$ cat src/rtl/pmc_bank.sv
// pmc_bank -- parametrised bank of performance-monitoring counters.
//
// Each counter counts one runtime-selected bit of event_vec while global_run
// and its own enable are high. It either wraps or saturates on overflow and
// keeps a sticky overflow flag. snap_req freezes every live count and flag
// into snapshot registers in the same cycle. Software reads the snapshots
// through rd_idx, which keeps multi-counter reads coherent.
//
// Ports:
//   clk          system clock, rising edge
//   reset        asynchronous active-low reset
//   event_vec    one-cycle event strobes, one bit per source
//   global_run   1 = counting allowed, 0 = all counters hold
//   cfg_we       configuration write strobe
//   cfg_idx      counter being configured (out-of-range index is ignored)
//   cfg_evt_sel  event source for counter cfg_idx
//   cfg_en       enable for counter cfg_idx
//   clear        zeroes all live counts and overflow flags
//   snap_req     capture all live counters into the snapshots
//   rd_idx       snapshot index to read
//   rd_data      registered snapshot[rd_idx] (0 when out of range)
//   rd_ovf       registered overflow flag captured with snapshot[rd_idx]
//   snap_valid   snapshots hold captured data
//   ovf_any      registered OR of all live sticky overflow flags
module pmc_bank #(
  parameter int NUM_CNT  = 4,
  parameter int CNT_W    = 32,
  parameter int NUM_EVT  = 8,
  parameter int SAT_MODE = 0,
  localparam int IDX_W   = (NUM_CNT > 1) ? $clog2(NUM_CNT) : 1,
  localparam int EVT_W   = (NUM_EVT > 1) ? $clog2(NUM_EVT) : 1
) (
  input  logic               clk,
  input  logic               reset,
  input  logic [NUM_EVT-1:0] event_vec,
  input  logic               global_run,
  input  logic               cfg_we,
  input  logic [IDX_W-1:0]   cfg_idx,
  input  logic [EVT_W-1:0]   cfg_evt_sel,
  input  logic               cfg_en,
  input  logic               clear,
  input  logic               snap_req,
  input  logic [IDX_W-1:0]   rd_idx,
  output logic [CNT_W-1:0]   rd_data,
  output logic               rd_ovf,
  output logic               snap_valid,
  output logic               ovf_any
);

  // Per-counter live state and snapshots
  logic [CNT_W-1:0] cnt_q      [NUM_CNT];
  logic             ovf_q      [NUM_CNT];
  logic [EVT_W-1:0] sel_q      [NUM_CNT];
  logic             en_q       [NUM_CNT];
  logic [CNT_W-1:0] snap_q     [NUM_CNT];
  logic             snap_ovf_q [NUM_CNT];

  // Next-cycle overflow flags, gathered for the registered ovf_any
  logic [NUM_CNT-1:0] ovf_next;

  logic               snap_valid_q;
  logic [CNT_W-1:0]   rd_data_q;
  logic [CNT_W-1:0]   rd_data_d;
  logic               rd_ovf_q;
  logic               rd_ovf_d;
  logic               ovf_any_q;

  genvar gi;
  generate
    for (gi = 0; gi < NUM_CNT; gi++) begin : g_cnt
      logic             evt_hit;
      logic             cfg_hit;
      logic             inc;
      logic [CNT_W-1:0] cnt_d;
      logic             ovf_d;
      logic [EVT_W-1:0] sel_d;
      logic             en_d;

      // Mux the selected event bit; a selection beyond NUM_EVT sees no events.
      always_comb begin
        evt_hit = 1'b0;
        for (int e = 0; e < NUM_EVT; e++) begin
          if (sel_q[gi] == EVT_W'(e)) begin
            evt_hit = event_vec[e];
          end
        end
      end

      assign cfg_hit = cfg_we && (cfg_idx == IDX_W'(gi));
      // Uses the selection/enable held before this edge, so a config write
      // only governs increments from the following cycle on.
      assign inc     = global_run && en_q[gi] && evt_hit;

      always_comb begin
        cnt_d = cnt_q[gi];
        ovf_d = ovf_q[gi];
        sel_d = sel_q[gi];
        en_d  = en_q[gi];
        if (cfg_hit) begin
          sel_d = cfg_evt_sel;
          en_d  = cfg_en;
        end
        if (clear) begin
          cnt_d = '0;
          ovf_d = 1'b0;
        end else if (cfg_hit) begin
          cnt_d = '0;
          ovf_d = 1'b0;
        end else if (inc) begin
          if (&cnt_q[gi]) begin
            ovf_d = 1'b1;
            cnt_d = (SAT_MODE != 0) ? cnt_q[gi] : '0;
          end else begin
            cnt_d = cnt_q[gi] + CNT_W'(1);
          end
        end
      end

      assign ovf_next[gi] = ovf_d;

      always_ff @(posedge clk or negedge reset) begin
        if (!reset) begin
          cnt_q[gi]      <= '0;
          ovf_q[gi]      <= 1'b0;
          sel_q[gi]      <= EVT_W'(gi % NUM_EVT);
          en_q[gi]       <= 1'b0;
          snap_q[gi]     <= '0;
          snap_ovf_q[gi] <= 1'b0;
        end else begin
          cnt_q[gi] <= cnt_d;
          ovf_q[gi] <= ovf_d;
          sel_q[gi] <= sel_d;
          en_q[gi]  <= en_d;
          // Capture the pre-edge live values: same-cycle increments and
          // clears are not visible in the snapshot.
          if (snap_req) begin
            snap_q[gi]     <= cnt_q[gi];
            snap_ovf_q[gi] <= ovf_q[gi];
          end
        end
      end
    end
  endgenerate

  // Read mux over the stored snapshots; an out-of-range index reads 0/0.
  // A capture at the same edge is not visible until the next read.
  always_comb begin
    rd_data_d = '0;
    rd_ovf_d  = 1'b0;
    for (int i = 0; i < NUM_CNT; i++) begin
      if (rd_idx == IDX_W'(i)) begin
        rd_data_d = snap_q[i];
        rd_ovf_d  = snap_ovf_q[i];
      end
    end
  end

  always_ff @(posedge clk or negedge reset) begin
    if (!reset) begin
      snap_valid_q <= 1'b0;
      rd_data_q    <= '0;
      rd_ovf_q     <= 1'b0;
      ovf_any_q    <= 1'b0;
    end else begin
      snap_valid_q <= snap_valid_q | snap_req;
      rd_data_q    <= rd_data_d;
      rd_ovf_q     <= rd_ovf_d;
      ovf_any_q    <= |ovf_next;
    end
  end

  assign rd_data    = rd_data_q;
  assign rd_ovf     = rd_ovf_q;
  assign snap_valid = snap_valid_q;
  assign ovf_any    = ovf_any_q;

endmodule

$ cat config.mk
export PLATFORM = sky130hd
export DESIGN_NAME = pmc_bank
export DESIGN_NICKNAME = d
export VERILOG_FILES = /design/src/rtl/pmc_bank.sv
export SDC_FILE = /design/constraint.sdc
export NUM_CORES = 1
export LEC_CHECK = 0
export CORE_MARGIN = 2
export CORE_UTILIZATION = 55
export CTS_BUF_LIST = sky130_fd_sc_hd__clkbuf_8
export DETAILED_ROUTE_END_ITERATION = 7
export PLACE_DENSITY = 0.84
export SLEW_MARGIN = 0
export SYNTH_ARGS = -nofsm -noshare
export SYNTH_HDL_FRONTEND = slang
export SYNTH_SLANG_ARGS = --single-unit
$ cat constraint.sdc
create_clock -name clk -period 4.5 [get_ports clk]
set_input_delay 0.9 -clock clk [delete_from_list [all_inputs] [get_ports clk]]
set_output_delay 0.9 -clock clk [all_outputs]
set_load 0.02 [all_outputs]
==> results.md, run 1 <==
Route:
- The count of TritonRoute iterations in the first routing pass is 8.
- Summed over all layers, the routed wires come to 34000 um.
- The top routing layer in use is met4.
- The wire length on met1 is between 10000 and 15000 um.
- The total met3 wirelength after detailed routing is around 2600 um.
- In the final routed layout, each cell accounts on average for 20.7 um.
- In this run, the number of DRC markers left after iteration 0 of detailed routing was slightly above 1000.
- For this run, design rule violations remaining after detail routing come to 0.
- After detailed routing, the number of vias per cell comes to between 6 and 7.
- The residual antenna-violating net count after detailed routing is 0.
- The routed design uses between 15000 and 20000 um of met2 wire.
- Detailed routing inserted a total of 10100 vias.

Cells and area:
- The number of fill cells in the layout is between 1500 and 2000.
- The flip-flop and latch area is roughly 8000 um^2.
- The area growth from synthesis to layout is 13.0%.
- The repair_antennas step left the layout with diodes totalling 0.
- In the final layout, the share of cells above drive strength 1 is between 20 and 25%.
- The top cell types in the final layout, fill and taps aside, are dfrtp_1 (311), nor2_1 (153), mux2_2 (153).
- The commonest non-fill, non-tap cell in the layout is dfrtp_1.
- The final net count is between 1000 and 1500.
- Summing all multi-input logic gate instances after layout gives 6240 um^2.

Worst setup path:
- The slack of the worst reg-to-reg path is ~1.6 ns.
- The critical path goes through clkdlybuf4s50_1 > nand3_1 > nand2b_1 > a31oi_1 > buf_4 > nor4b_1 > xnor2_1 > nor2_1.
- The largest fanout of any net on the critical path is 16.
- The data required time at the worst endpoint is about 5 ns.
- The number of cells on the worst reg-to-reg path is 7.
- The critical path startpoint category is a primary input.
- Data on the critical path arrives at its endpoint at between 3 and 4 ns.
- The endpoint class of the critical path is a flop.
- The setup path with the least slack is of type primary input to flop.
- The biggest cell delay along the critical path is roughly 0.65 ns.
- The slowest stage cell on the critical path is nand2b_1.

Power and ir drop:
- The worst vdd rail ir drop is between 0.00015 and 0.0002 V.
- For this design the static power due to leakage is roughly 0.0072 uW.
- Power spread over the standard cell area amounts to ~350 nW/um^2.

Place:
- The congestion estimate from routability-driven global placement came to 0.867.
- The final HPWL from detailed placement is between 20000 and 25000 um.
- During placement, the flow inserted port buffers numbering 56.

Synth:
- The yosys synthesis warning count is 0.
- Of the total synthesized cell area, the portion taken by XOR and XNOR cells is between 6 and 7%.
- For this run, asynchronously set or reset flops after synthesis account for 100%.
- The adder-cell share of the synthesized area is less than 1%.
- Summing the areas of all compound-gate instances in the mapped netlist gives around 3.0% of the synthesized area.
- In this run the cell area of the synthesized design comes to 14400 um^2.
- The netlist uses 56 different library cells.
- Synthesis produced between 1000 and 1500 cells.
- By area, the combinational part of the netlist is dominated by multiplexers.
- The sequential share of the synthesized area is a little over half.
- Summing the areas of all and, or, nand and nor instances in the mapped netlist gives between 15 and 20% of the synthesized area.
- For this run, the leading register cell type out of synthesis is dfrtp_1.
- The mean instance size in the synthesized netlist is between 10 and 15 um^2.
- The multiplexer share of the synthesized area is roughly 18%.
- Synthesis produced a netlist with a net count of between 1000 and 1500.
- The synthesized flop and latch total is roughly 320.
- In this run, synthesis inferred 0 flip-flops with an integrated enable.

Clock tree:
- The H-tree generated during clock tree synthesis spans 2 levels.
- The number of gates resized after CTS was 0.
- The clock latency on the worst-skew pair is ~0.57 ns.
- The root buffer cell chosen for the clock tree is clkbuf_8.
- The TritonCTS clock tree is built.
- In this run, CTS created clock tree buffers numbering just under 50.
- The hold-fix buffer count after cts is 0.
- The clock-pin transition on the worst setup and hold timing paths is ~0.060 ns.
- The maximum root-to-sink buffer count is 3.
- The setup fix buffers added after clock tree synthesis is 0.
- CTS saw about 320 sinks.

Floorplan:
- Row generation in the floorplan step produced a little under 60 rows.
- The floorplan step defined a core boundary enclosing 25900 um^2.
- The die covers roughly 27000 um^2.
- The I/O pin count is 57.
- The effective utilization at floorplan is between 50% and 60%.
- In this run the horizontal extent of the chip is approximately 170 um.
- The floorplan die height is ~170 um.

Timing:
- Setup repair after global routing left no endpoint under its margin.
- The ratio of final minimum period to clock period is about two thirds.
- The number of endpoints failing setup at the final stage is 0.
- At the pin with the least slew margin, the transition time is 0.873 ns.
- The relative slew slack is 41.3%.
- The count of final max-slew check failures is 0.
- The worst path needs around 3.0 ns of the cycle, external delays included.
- Setup total negative slack on the finished layout was measured at 0 ns.
- The final hold violation count was 0.
- Static timing analysis puts the maximum clock frequency at roughly 330 MHz.
- The maximum clock skew at final layout is between 0.02 and 0.03 ns.
- The final hold slack is 0.287 ns.

Global route:
- The first global-routing pass estimated ~55000 um of wire.
- The pin count of the biggest net entering global routing is 100.
- Global routing used about a quarter of the available tracks.
- After global routing the overflow that remains totals 0.
- The number of antenna violations at the first check in global routing is 0.
- The via count of the first global-routing pass is just over 10000.

Job:
- The tool flagged a number of max-cap violations equal to 0.

Run status:
- The flow ran to the end, and the final reports show no timing, DRC or antenna violations.

Min path:
- The class of the tightest hold or removal check is primary input to asynchronous set/reset pin.
[power breakdown]
part           leakage, uW  switching (uW)  internal [uW]
Sequential         0.00436            51.7           2880
Clock             0.000581            1110           1230
Combinational      0.00226             263            147
Total              0.00720            1430           4260
[worst max-delay path, delay by kind of cell]
family | cells | cell delay [ns]
and+or+nand+nor | 4 | 1.40
buffers and inverters | 2 | 0.80
AOI/OAI and AO/OA | 1 | 0.17
xor gates and xnor gates | 1 | 0.17
[worst paths after layout]
check,from,end
min in group clk,snap_valid,snap_valid
worst min register to register,snap_valid,snap_valid
worst max register to register,cnt_q[0],cnt_q[19]
worst min-delay path,reset,cnt_q[36]
max in group asynchronous,reset,snap_q[25]
worst max-delay path,cfg_we,cnt_q[30]
[metal layers]
metal,track usage (%),up-vias
met4,9.57,0
met2,40.1,414
met5,0,-
li1,-,4451
met3,4.91,88
met1,34.8,5127
[state kept, by name (all words and copies together) (netlist names)]
register	cells
rd_ovf	1
snap_q	128
sel_q	12
snap_ovf_q	4
ovf_q	4
en_q	4
rd_data	32
ovf_any	1
cnt_q	128
snap_valid	1
[Yosys cell counts, drive strengths merged, types with 12 or more instances]
cell | count | area share, %
buf | 14 | 0.50
inv | 13 | 0.34
nand3 | 54 | 1.9
xnor2 | 73 | 4.4
a21oi | 19 | 0.66
o21ai | 13 | 0.45
nor3 | 35 | 1.2
xor2 | 29 | 1.8
nor2 | 153 | 4.0
clkbuf | 41 | 1.1
nor4 | 29 | 1.4
mux4 | 33 | 5.2
and3 | 16 | 0.70
mux2 | 153 | 12
nand4 | 33 | 1.5
dfrtp | 311 | 54
nand2 | 56 | 1.5
mux2i | 12 | 0.83
[through the flow]
| step | worst slack [ns] | instance area (um^2) | utilization, % | cells | power [uW] |
|---|---|---|---|---|---|
| after floorplan | 1.94 | 14400 | - | 1198 | 3220 |
| after global placement | 1.09 | 15300 | 59.0 | 1551 | 3370 |
| after detailed placement | 1.03 | 15300 | 59.0 | 1551 | 3390 |
| after CTS | 1.58 | 16300 | 62.8 | 1642 | 5720 |
| after global routing | 1.40 | 16300 | 62.8 | 1642 | 5890 |
| final | 1.50 | 16300 | 62.8 | 1642 | 5680 |
[logic make-up (layout without fill, tap and decap cells)]
group / Yosys count / after routing
and+or+nand+nor: 444 / 444
DFF: 315 / 315
muxes: 198 / 198
xor gates and xnor gates: 102 / 102
buffers and inverters: 68 / 177
AOI/OAI and AO/OA: 67 / 67
adders and majority gates: 4 / 4
[layout make-up]
cell class	count	area share (%)
Clock buffer	58	4.91
Timing Repair Buffer	73	4.29
Sequential cell	315	48.5
Tap cell	335	2.58
Multi-Input combinational cell	815	38.4
Clock inverter	33	1.03
Inverter	13	0.300
(Power assumes the default switching activity.)
==> run 2, diff against run 1 <==
- PLACE_DENSITY: 0.84 -> 0.87
- clock period: 4.5 -> 2.4 ns (I/O delays scaled with it)
==> results.md, run 2 (synthesis gave the netlist of run 1 again) <==
Floorplan:
- The floorplan core area is 25900 um^2 (unchanged).
- The die boundary width is 166 um (unchanged).
- The floorplan die height is 166 um (unchanged).
- The die outline area came to 27500 um^2 (unchanged).
- The I/O pin count came to 57 (unchanged).
- The effective utilization at floorplan is 55.6% (unchanged).
- The row count is 59 (unchanged).

Worst setup path:
- Grouping stages by cell kind, the critical path spends the most delay in simple AND/OR/NAND/NOR gates.
- The biggest cell delay along the critical path is 0.63 ns (-0.02 ns).
- The worst flop-to-flop path endpoint is cnt_q[62].
- The endpoint arrival time on the critical path is 2.81 ns (-0.62 ns).
- The worst reg2reg path startpoint is cnt_q[44].
- The data required time at the worst endpoint is 2.87 ns (-2.06 ns).
- The critical path startpoint category is a flop.
- Walking the worst path, the cells encountered are nand3_1 > or4_1 > or3_1 > nor4_2 > xnor2_1 > nor2_1.
- On the critical path, the stage with the largest delay is an instance of or4_1.
- The endpoint class of the critical path is a flop.
- The slack of the worst reg-to-reg path came to 0.05 ns (-1.52 ns).
- The class of the most critical setup path is flop to flop.
- The endpoint of the worst setup timing path is cnt_q[62].
- The depth of the worst register-to-register path came to 6 (-1).
- The largest fanout of any net on the critical path is 6 (-10).
- In this run the worst setup path begins at cnt_q[44].
- The critical path depth came to 6 (-2).
- The number of buffer and inverter stages on the critical path came to 0 (-2).

Run status:
- The flow ran to the end, and the final reports show no timing, DRC or antenna violations.

Timing:
- The relative slew slack was 51.4% (+10 points).
- The maximum clock frequency is ~430 MHz.
- The slew at the pin with the worst max-slew slack is 0.728 ns (-0.145 ns).
- The maximum clock skew at final layout is 0.0149 ns (-0.0103 ns).
- The final critical-path setup slack is 0.0519 ns (-1.45 ns).
- The number of endpoints failing setup at the final stage is 0 (unchanged).
- The final hold slack was 0.434 ns (+0.147 ns).
- The count of final max-slew check failures was 0 (unchanged).
- The aggregate negative setup slack is 0 ns (unchanged).
- The ratio of final minimum period to clock period is between 90 and 100%.
- The clock period could shrink to about 2.3 ns.
- The final hold violation count is 0 (unchanged).

Cells and area:
- The number of fill cells in the layout is 1694 (-9.1%).
- The share of cells above drive strength 1 came to 27.3% (+5.0 points).
- The number of antenna diodes is 0 (unchanged).
- In the layout the commonest cells are dfrtp_1 (310), nor2_1 (153), mux2_2 (153).
- The commonest non-fill, non-tap cell in the layout is dfrtp_1.
- The number of non-filler instances in the completed layout is 1714 (+4.4%).
- The area added between synthesis and finish is 19.2%.
- The final net count is 1366 (+5.6%).

Route:
- The remaining design rule violation count was 0 (unchanged).
- The count of TritonRoute iterations in the first routing pass is 5 (-3).
- The per-cell via count in the routed design is 6.18 (+0.72%).
- The DRC violation total after the first TritonRoute iteration is 1188 (+18%).
- The final routed wire length divided by cell count is 21.6 um (+4.4%).
- The residual antenna-violating net count after detailed routing is 0 (unchanged).
- The via count is 10600 (+5.1%).
- The total detailed-routing wirelength came to 37100 um (+8.9%).

Clock tree:
- The clock-pin transition on the worst setup and hold timing paths is 0.07 ns (about the same).
- In this run the clock root is driven by a clkbuf_8.
- The number of levels in the clock H-tree is 2 (unchanged).
- The CTS sink count is 315 (unchanged).
- The TritonCTS clock tree is built.
- The number of buffers created by CTS came to 48 (-2.0%).
- The clock latency on the worst-skew pair was 0.58 ns (about the same).
- The maximum root-to-sink buffer count came to 3 (unchanged).

Place:
- The worst slack at placement is -0.248 ns (-1.28 ns).
- The instance count after placement with tap cells included came to 1624 (+4.7%).
- The final HPWL from detailed placement came to 25300 um (+7.5%).
- The count of buffers inserted at the top-level ports is 56 (unchanged).
- The placer's final routability congestion estimate is 0.905 (+4.4%).

Job:
- The reported max-cap violation count is 0 (unchanged).

Power and ir drop:
- The worst vdd rail ir drop is 0.000365 V (+110%).
- The cell leakage power is 0.00767 uW (+6.6%).
- The power density relative to cell area is 664 nW/um^2 (+90%).

Global route:
- The number of antenna violations at the first check in global routing is 2 (+2).
- The global-route usage over all layers is 27.3% (+2.1 points).
- The wire length of the first global-routing pass is 59800 um (+7.8%).
- The via count of the first global-routing pass came to 11100 (+8.8%).
- The pin count of the biggest net entering global routing was 68 (-32%).
- The sum of overflow across all layers after global routing is 0 (unchanged).

Min path:
- The path class of the tightest hold or removal check is primary input to asynchronous set/reset pin.
## run 2: cell types whose count changed in the layout (fill, tap and decap cells not counted), sizes merged
cell,previous run,this run
bufinv,1,3
clkinvlp,1,0
clkinv,11,6
dlygate4sd3,0,1
inv,33,26
clkbuf,58,67
buf,20,93
## run 2: per-layer routing
layer	routed length, um	GRT usage, %
met4	1240	10.3
met3	2890	5.00
met1	14500	35.9
met2	18400	45.8
met5	10	0
## run 2: worst reg2reg max path, stage by stage (launching register included)
cell     delay (ns)
dfrtp_1        0.44
nand3_1        0.17
or4_1          0.63
or3_1          0.45
nor4_2         0.31
xnor2_1        0.18
nor2_1         0.06
## run 2: area by class of cell
cell class / count / area (um^2) / area share [%]
clock buffer: 67 / 922 / 5.37
clock inverter: 22 / 174 / 1.01
inverter: 13 / 48.8 / 0.284
multi-input combinational: 815 / 6280 / 36.6
sequential: 315 / 7890 / 46.0
tap: 335 / 419 / 2.44
timing repair buffer: 147 / 1430 / 8.34
## run 2: stage by stage
step / power (uW) / util (%) / cell area [um^2]
2_1_floorplan: 6030 / - / 14400
3_3_place_gp: 6520 / 61.8 / 16000
3_5_place_dp: 6540 / 61.8 / 16000
4_1_cts: 11400 / 66.1 / 17100
5_1_grt: 11800 / 66.2 / 17200
6_report: 11400 / 66.2 / 17200
## run 2: worst min-delay path by stage
stage / startpoint / to / slack [ns]
finish: reset / cnt_q[34] / 0.43
global route: reset / cnt_q[36] / 0.46
CTS: reset / cnt_q[36] / 0.42
detailed placement: reset / cnt_q[36] / 0.44
global placement: reset / cnt_q[33] / 0.44
floorplan: reset / cnt_q[0] / 0.18
## run 2: what timing repair did
item / in CTS / in global routing
endpoints found under the hold margin: 51 / 0
setup endpoints to repair: 1 / 27
buffers inserted: 0 / 0
hold buffers: 1 / 0
resized for setup: 1 / 6
## run 2: where the power goes
group | leakage (uW) | internal, uW | total (uW) | switching, uW
Clock | 0.000616 | 2810 | 4920 | 2110
Combinational | 0.00270 | 437 | 981 | 544
Sequential | 0.00435 | 5400 | 5500 | 101
